**src/rtl/muldiv_pkg.sv**
```systemverilog
// Shared definitions for the iterative multiply/divide unit: op encodings,
// FSM states and small op-classification helpers.
package muldiv_pkg;

  typedef enum logic [2:0] {
    OP_MULT  = 3'b000,
    OP_MULTU = 3'b001,
    OP_DIV   = 3'b010,
    OP_DIVU  = 3'b011,
    OP_MUL   = 3'b100
  } op_e;

  typedef enum logic [1:0] {
    IDLE,
    CALC,
    FIX
  } state_e;

  function automatic logic op_is_legal(input logic [2:0] op);
    return op <= 3'b100;
  endfunction

  // MUL keeps only the low product, which is identical for signed and
  // unsigned operands, so it runs through the unsigned path.
  function automatic logic op_is_signed(input op_e op);
    return (op == OP_MULT) || (op == OP_DIV);
  endfunction

  function automatic logic op_is_div(input op_e op);
    return (op == OP_DIV) || (op == OP_DIVU);
  endfunction

endpackage

```
**src/rtl/muldiv_iter.sv**
```systemverilog
// Iterative unsigned datapath: radix-2^MUL_BPC shift-add multiply and
// restoring shift-subtract divide, returning the raw {hi,lo} pair.
module muldiv_iter #(
  parameter int WIDTH   = 32,
  parameter int MUL_BPC = 2
) (
  input  logic             clk,
  input  logic             load,
  input  logic             step,
  input  logic             is_div,
  input  logic [WIDTH-1:0] x_mag,
  input  logic [WIDTH-1:0] y_mag,
  output logic [WIDTH-1:0] raw_hi,
  output logic [WIDTH-1:0] raw_lo,
  output logic             last
);

  localparam int CW = $clog2(WIDTH + 1);

  // hi_r: product accumulator / partial remainder
  // lo_r: multiplier bits not yet retired / dividend shifting into quotient
  logic [WIDTH-1:0] hi_r, lo_r, opnd_q;
  logic             div_q;
  logic [CW-1:0]    cnt_q;

  logic [WIDTH+MUL_BPC-1:0] mul_sum;
  logic [WIDTH:0]           shifted;
  logic [WIDTH-1:0]         diff;
  logic                     ge;

  always_comb begin
    mul_sum = {{MUL_BPC{1'b0}}, hi_r}
            + ({{MUL_BPC{1'b0}}, opnd_q} * {{WIDTH{1'b0}}, lo_r[MUL_BPC-1:0]});
    shifted = {hi_r, lo_r[WIDTH-1]};
    ge      = shifted >= {1'b0, opnd_q};
    // Partial remainder stays below the divisor, so the low WIDTH bits of the
    // difference are exact whenever the subtraction is taken.
    diff    = shifted[WIDTH-1:0] - opnd_q;
  end

  // NOTE: no reset on this datapath; every register is loaded on op
  // acceptance before any value is consumed.
  always_ff @(posedge clk) begin
    if (load) begin
      div_q  <= is_div;
      opnd_q <= is_div ? y_mag : x_mag;
      lo_r   <= is_div ? x_mag : y_mag;
      hi_r   <= '0;
      cnt_q  <= is_div ? CW'(WIDTH - 1) : CW'(WIDTH / MUL_BPC - 1);
    end else if (step) begin
      cnt_q <= cnt_q - 1'b1;
      if (div_q) begin
        hi_r <= ge ? diff : shifted[WIDTH-1:0];
        lo_r <= {lo_r[WIDTH-2:0], ge};
      end else begin
        hi_r <= mul_sum[WIDTH+MUL_BPC-1:MUL_BPC];
        lo_r <= {mul_sum[MUL_BPC-1:0], lo_r[WIDTH-1:MUL_BPC]};
      end
    end
  end

  assign raw_hi = hi_r;
  assign raw_lo = lo_r;
  assign last   = (cnt_q == '0);

endmodule

```
**src/rtl/muldiv_unit.sv**
```systemverilog
// Iterative multiply/divide unit with HI/LO registers, MTHI/MTLO and cancel.
// Optional MULDIV_DIV0_FLAG_EN adds a div0 flag pulsed with done.
module muldiv_unit
  import muldiv_pkg::*;
#(
  parameter int WIDTH   = 32,
  parameter int MUL_BPC = 2
) (
  input  logic             clk,
  input  logic             rst,
  input  logic             start,
  input  logic [2:0]       op,
  input  logic [WIDTH-1:0] a,
  input  logic [WIDTH-1:0] b,
  input  logic             cancel,
  input  logic             hi_we,
  input  logic             lo_we,
  output logic             busy,
  output logic             done,
  output logic [WIDTH-1:0] hi,
  output logic [WIDTH-1:0] lo,
  output logic [WIDTH-1:0] result
`ifdef MULDIV_DIV0_FLAG_EN
  ,
  output logic             div0
`endif
);

  state_e state_q, state_d;
  op_e    op_q;
  logic   neg_q, rem_neg_q, b_zero_q;
  logic [WIDTH-1:0] a_q;

  logic             accept, is_signed, a_neg, b_neg, last, finish;
  logic [WIDTH-1:0] a_mag, b_mag, raw_hi, raw_lo;
  logic [WIDTH-1:0] quo_s, rem_s;
  logic [2*WIDTH-1:0] prod, prod_s;

  assign accept    = (state_q == IDLE) && start && op_is_legal(op) && !cancel;
  assign is_signed = op_is_signed(op_e'(op));
  assign a_neg     = is_signed & a[WIDTH-1];
  assign b_neg     = is_signed & b[WIDTH-1];
  assign a_mag     = a_neg ? -a : a;
  assign b_mag     = b_neg ? -b : b;
  assign finish    = (state_q == FIX) && !cancel;

  muldiv_iter #(
    .WIDTH  (WIDTH),
    .MUL_BPC(MUL_BPC)
  ) u_iter (
    .clk   (clk),
    .load  (accept),
    .step  (state_q == CALC),
    .is_div(op_is_div(op_e'(op))),
    .x_mag (a_mag),
    .y_mag (b_mag),
    .raw_hi(raw_hi),
    .raw_lo(raw_lo),
    .last  (last)
  );

  // NOTE: the combinational process assigns every output a default first so
  // that no path leaves a value held, which would infer a latch.
  always_comb begin
    state_d = state_q;
    case (state_q)
      IDLE:    if (accept) state_d = CALC;
      CALC:    if (cancel) state_d = IDLE;
               else if (last) state_d = FIX;
      FIX:     state_d = IDLE;
      default: state_d = IDLE;
    endcase
  end

  // Sign fixup: product/quotient sign is the XOR of operand signs, the
  // remainder follows the dividend.
  always_comb begin
    prod   = {raw_hi, raw_lo};
    prod_s = neg_q ? -prod : prod;
    quo_s  = neg_q ? -raw_lo : raw_lo;
    rem_s  = rem_neg_q ? -raw_hi : raw_hi;
  end

  // NOTE: sequential state uses non-blocking assignments only, so every
  // register samples the pre-edge values regardless of statement order.
  always_ff @(posedge clk) begin
    if (rst) begin
      state_q   <= IDLE;
      done      <= 1'b0;
      op_q      <= OP_MULT;
      neg_q     <= 1'b0;
      rem_neg_q <= 1'b0;
      b_zero_q  <= 1'b0;
      a_q       <= '0;
    end else begin
      state_q <= state_d;
      done    <= finish;
      if (accept) begin
        op_q      <= op_e'(op);
        neg_q     <= a_neg ^ b_neg;
        rem_neg_q <= a_neg;
        b_zero_q  <= (b == '0);
        a_q       <= a;
      end
    end
  end

  always_ff @(posedge clk) begin
    if (rst) begin
      hi     <= '0;
      lo     <= '0;
      result <= '0;
    end else if (finish) begin
      case (op_q)
        OP_MUL:          result <= prod_s[WIDTH-1:0];
        OP_MULT,
        OP_MULTU:        {hi, lo} <= prod_s;
        OP_DIV, OP_DIVU: begin
          if (b_zero_q) begin
            lo <= '1;
            hi <= a_q;
          end else begin
            lo <= quo_s;
            hi <= rem_s;
          end
        end
        default: ;
      endcase
    end else if ((state_q == IDLE) && !done) begin
      if (hi_we) hi <= a;
      if (lo_we) lo <= a;
    end
  end

`ifdef MULDIV_DIV0_FLAG_EN
  always_ff @(posedge clk) begin
    if (rst) div0 <= 1'b0;
    else     div0 <= finish && op_is_div(op_q) && b_zero_q;
  end
`endif

  assign busy = (state_q != IDLE);

endmodule

```
**config.mk**
```make
export PLATFORM = sky130hd
export DESIGN_NAME = muldiv_unit
export DESIGN_NICKNAME = d
export VERILOG_FILES = /design/src/rtl/muldiv_pkg.sv /design/src/rtl/muldiv_iter.sv /design/src/rtl/muldiv_unit.sv
export SDC_FILE = /design/constraint.sdc
export NUM_CORES = 1
export LEC_CHECK = 0
export CAP_MARGIN = 20
export CORE_MARGIN = 2
export CORE_UTILIZATION = 30
export DETAILED_ROUTE_END_ITERATION = 6
export PLACE_DENSITY_LB_ADDON = 0.25
export SLEW_MARGIN = 20
export SYNTH_ARGS = -nofsm -noshare
export SYNTH_HDL_FRONTEND = slang
export SYNTH_HIERARCHICAL = 1
export SYNTH_SLANG_ARGS = --single-unit
```
**constraint.sdc**
```tcl
create_clock -name clk -period 4.8 [get_ports clk]
set_input_delay 0.96 -clock clk [delete_from_list [all_inputs] [get_ports clk]]
set_output_delay 0.96 -clock clk [all_outputs]
set_load 0.01 [all_outputs]
```
======== Word-level counts from Yosys, hierarchy flattened ========
Cells that the tools add are included.
operators by class
  magnitude comparators ................... 2
  bitwise logic cells ..................... 3
  reductions and logical operators ........ 25
  multipliers ............................. 1
  eq/ne operators ......................... 11
  multiplexer cells ....................... 29
  $add $sub $neg .......................... 8
operator list
  kind                                                  number
  two-way mux 32 bit                                    19
  negation 32 bit                                       4
  case mux 32 bit (2 select lines)                      2
  two-way mux 64 bit                                    1
  negation 64 bit                                       1
  adder 32 x 34 -> 34 bit                               1
  multiplier 32 x 2 -> 34 bit                           1
  greater-or-equal comparator 33 x 32 -> 1 bit          1
  zero test 32 bit                                      1
  subtractor 32 bit                                     1
  equality test 3 x 2 -> 1 bit (second input constant)  4
  two-way mux 6 bit                                     2
  nonzero test 2 bit                                    5
  zero test 3 bit                                       2
  zero test 6 bit                                       1
  two-way mux 2 bit                                     3
  AND reduction 3 bit                                   2
  subtractor 6 x 1 -> 6 bit (second input constant)     1
  logical AND 1 bit                                     5
  two-way mux 5 bit                                     1
  case mux 2 bit (2 select lines)                       1
  AND reduction 2 bit                                   2
  OR reduction 2 bit                                    2
  equality test 3 x 1 -> 1 bit (second input constant)  1
  other kinds (12)                                      15
word-level totals
  output and inout bits ................... 98
  register bits ........................... 240
  input bits .............................. 73

======== Depth between registers and ports, before layout ========
Gate-level depths: netlist of run 1.
  depth in word-level cells ............... 6
  mapped depth ............................ 15
  mapped depth without buffers ............ 13

======== Modules after synthesis ========
Netlist of run 1, hierarchy kept.
modules (own cells, without submodules)
  module       area each (um^2)  instances  cells each  seq. area each (um^2)
  muldiv_iter  9,963.3           1          1,164       2,772.7
  muldiv_unit  9,631.7           1          1,329       2,742.6

======== Least setup slack after synthesis of run 1 ========
No wires, ideal clock.
  path type ............................... input to register
  from .................................... input port cancel
  to ...................................... register u_iter.cnt_q[0], enable pin
  slack ................................... 450 ps
  arrival ................................. 3,965 ps
  setup time .............................. 384 ps
  stages .................................. 7
  path through ............................ nor4b_1 -> nand2_1 -> clkinv_1 -> buf_1 -> clkbuf_1 -> nor2_1 -> clkinv_1
between the ends
  longest elaborated chain between the ends .. 3
ends and longest elaborated chain
  item                                 line               source
  start, declared                      muldiv_unit.sv:15  input logic cancel,
  zero test 1 bit                      muldiv_unit.sv:39  assign accept = (state_q == IDLE) && start && op_is_legal(op) && !cancel;
  logical AND 1 bit                    muldiv_unit.sv:39
  named net accept                     muldiv_unit.sv:34  logic accept, is_signed, a_neg, b_neg, last, finish;
  nonzero test 2 bit (no source line)  -
  end signal, assigned                 muldiv_iter.sv:49  cnt_q <= is_div ? CW'(WIDTH - 1) : CW'(WIDTH / MUL_BPC - 1);
  end signal, assigned                 muldiv_iter.sv:51  cnt_q <= cnt_q - 1'b1;
  end, declared                        muldiv_iter.sv:24  logic [CW-1:0] cnt_q;
The timed path passes the listed nets, and every way through them passes these cells.
A chain may end at the register's enable or synchronous reset.

======== Worst setup path in the final report of run 1 ========
  from .................................... register u_iter.lo_r[1], in the netlist u_iter/raw_lo[1]
  to ...................................... register u_iter.hi_r[24], in the netlist u_iter/raw_hi[24]
between the ends
  longest elaborated chain between the ends .. 3
ends and longest elaborated chain
  item                         line               source
  start, declared              muldiv_iter.sv:22  logic [WIDTH-1:0] hi_r, lo_r, opnd_q;
  start signal, assigned       muldiv_iter.sv:47  lo_r <= is_div ? x_mag : y_mag;
  start signal, assigned       muldiv_iter.sv:54  lo_r <= {lo_r[WIDTH-2:0], ge};
  start signal, assigned       muldiv_iter.sv:57  lo_r <= {mul_sum[MUL_BPC-1:0], lo_r[WIDTH-1:MUL_BPC]};
  multiplier 32 x 2 -> 34 bit  muldiv_iter.sv:33  + ({{MUL_BPC{1'b0}}, opnd_q} * {{WIDTH{1'b0}}, lo_r[MUL_BPC-1:0]});
  adder 32 x 34 -> 34 bit      muldiv_iter.sv:33
  two-way mux 32 bit           muldiv_iter.sv:52  if (div_q) begin
  end signal, assigned         muldiv_iter.sv:53  hi_r <= ge ? diff : shifted[WIDTH-1:0];
  end signal, assigned         muldiv_iter.sv:56  hi_r <= mul_sum[WIDTH+MUL_BPC-1:MUL_BPC];
  end, declared                muldiv_iter.sv:22
No other way between the ends.

==> metrics.txt, run 1 <==
CP max FO 30; R2R depth 14; post-synth top area share 0.173; worst path arrival time between 4000 and 5000 ps; WL/cell approximately 25 um; worst clock skew around 20 ps; FILL cells 6739; Rel. slew slack 0.269; Critical Path Sink u_iter/raw_hi[24]; final cycle utilization of the critical path 0.890; post-synthesis cell count 2493; Main synth FF type dfxtp_1; Slew Viols, Final 0; FF+latch count, synth between 200 and 250; CTS tree built; largest net degree at the start of global routing about 160; clock tree root driver cell clkbuf_16; Nets between 2k and 3k; Pre-antenna DRT Iters 6; worst hold slack between 400 and 500 ps; leakage power around 8.9 nW; cts hold-fix bufs 0; # IOs around 170; Max VDD drop about 0.34 mV; Antenna Violating Nets Remaining 0; initial core utilization 0.304; Final setup viols 0; TNS Setup 0 ps; std cell rows 93; reg2reg start u_iter/raw_lo[1]; R2R setup slack between 500 and 600 ps; Final HPWL DP ~66000 um; grt total ovfl 0; Fmax 234 MHz; count leader, synth nand2_1; core area 64500 um2; initial antenna violation count 2; placed cells ~3.4k; clk_lat worst skew approximately 610 ps; synth cell count leaders nand2_1, a21oi_1, nor2_1; Ys Warns 6; H-tree Lvls 1; total global-route track usage 0.244; Die Wd 260 um; clock-pin slew on the worst setup and hold paths about 60 ps; EDFF count, synth 71; worst hold path type flip-flop to flip-flop; setup bufs post-CTS 0; DR vias/cell 5.78; outcome completed; gp weighted congestion between 0.9 and 1; fin crit period 4270 ps; RR Endpoint u_iter/raw_hi[24]; Layout area overhead 19.3%; die area slightly below 70000 um2; total power divided by cell area around 370 nW/um2; port bufs between 150 and 200; total power between 8 and 9 mW; First DRT Iteration DRCs 2202; Slew @ Worst Pin approximately 1100 ps; asr flop ratio synth 0; RSZ-0062 raised after global routing no; Synthesized Nets 2669; Storage cell area 5520 um2; Crit Path Category flip-flop to flip-flop; via count approximately 20k; Req. time, crit path 5280 ps; top post-synthesis cells by area dfxtp_1, edfxtp_1, a21oi_1, nand2_1, ha_1; CTS buffer count 30; drt drc 0; Layout Cells excl Fill about 3.5k; Cell Area, Synth between 15000 and 20000 um2; Syn Area/Cell about 8 um2; number of global-route vias before repair 18.8k; register area share after synthesis 0.281; post-synth top area cell dfxtp_1; Sink Count 240; CP startpoint kind flip-flop; Routed Wire Length around 85000 um; Hold Fails Final Rpt 0; DIE HEIGHT approximately 260 um; Multi-input gate area ~13000 um2; Max clock buf depth 3; first-pass GRT wire length approximately 120000 um; MaxCap Viol Count 0; Distinct cells, synth 90; layout cell share with drive strength beyond 1 0.0773; Critical path origin u_iter/raw_lo[1]; Worst setup EP type flip-flop; post_cts resized 0; Antenna Diode Count 0
==> layout by cell type, fill, tap and decap left out, types with 64 or more instances in the layout <==
cell             Yosys  final
edfxtp_1            71     71
xor2_1              84     84
nor3_1              64     64
ha_1                70     70
buf_4                2     73
clkdlybuf4s50_1      0    169
dfxtp_1            169    168
a21oi_1            231    231
nor2_1             211    210
xnor2_1             89     89
nand2_1            297    297
o21ai_0            107    107
a211oi_1            89     89
inv_1              151    151
==> sequential cells by signal (all words and copies together), names as in the netlist <==
register	count
hi	32
state_q	2
u_iter/raw_hi	32
op_q	3
lo	32
u_iter/raw_lo	32
u_iter/div_q	1
result	32
b_zero_q	1
a_q	32
neg_q	1
rem_neg_q	1
u_iter/opnd_q	32
done	1
u_iter/cnt_q	6
==> cell families (layout without fill, tap and decap cells) <==
group	Yosys count	count (layout)	synth area share
AOI/OAI and AO/OA	716	716	0.242
xor gates and xnor gates	173	173	0.0773
adders and majority gates	103	103	0.0784
buffers and inverters	321	453	0.0668
DFF	240	240	0.281
muxes	85	85	0.0458
and+or+nand+nor	855	855	0.208
==> power breakdown <==
part / leakage (nW) / switching [mW] / internal (mW)
clock: 0.522 / 0.995 / 1.50
sequential: 2.04 / 0.291 / 2.27
combinational: 6.31 / 2.25 / 1.39
==> per-stage QoR <==
stage / instance area, um2 / worst slack [ps] / util
after floorplan: 19600 / 450 / -
after global placement: 22300 / 492 / 0.346
after detailed placement: 22300 / 468 / 0.346
after CTS: 23400 / 580 / 0.363
after global routing: 23400 / 288 / 0.363
final: 23400 / 530 / 0.363
==> area by class of cell <==
type                    count  share of cell area
well taps                 855              0.0458
clock buffers              43              0.0381
flip-flops and latches    240               0.236
multi-input cells        1932               0.547
inverters                 153              0.0247
clock inverters             9             0.00733
repair buffers            248               0.101
==> worst min path at each step <==
stage,start,cells after the start,end,slack [ps]
floorplan,a_q[7],2,a_q[7],430
global placement,a_q[25],2,a_q[25],440
detailed placement,a_q[8],2,a_q[8],450
CTS,a_q[8],2,a_q[8],460
global route,a_q[13],2,a_q[13],480
finish,a_q[25],2,a_q[25],460
==> layer usage <==
metal	vias up	wire (um)	track usage
met1	9931	36200	0.323
met2	853	39600	0.400
met4	2	3350	0.0859
met5	-	13	0
li1	9180	-	-
met3	141	6070	0.0410
==> critical path, cell delays in order (launching register included) <==
cell	delay (ps)
edfxtp_1	390
buf_4	340
nand2_1	130
fa_1	520
inv_1	40
ha_1	360
o211a_1	250
a211oi_1	580
nor3_1	220
o21bai_1	250
a31oi_1	210
o41ai_1	360
xor2_1	180
nand2b_1	70
a32o_1	240
Note: power is estimated with default switching activity, not from simulation.
==> run 2, diff against run 1 <==
Settings changed: SKIP_LAST_GASP set to 1.
==> results of run 2 <==
Same layout as run 1: the final DEF is identical, and so are final timing and power.
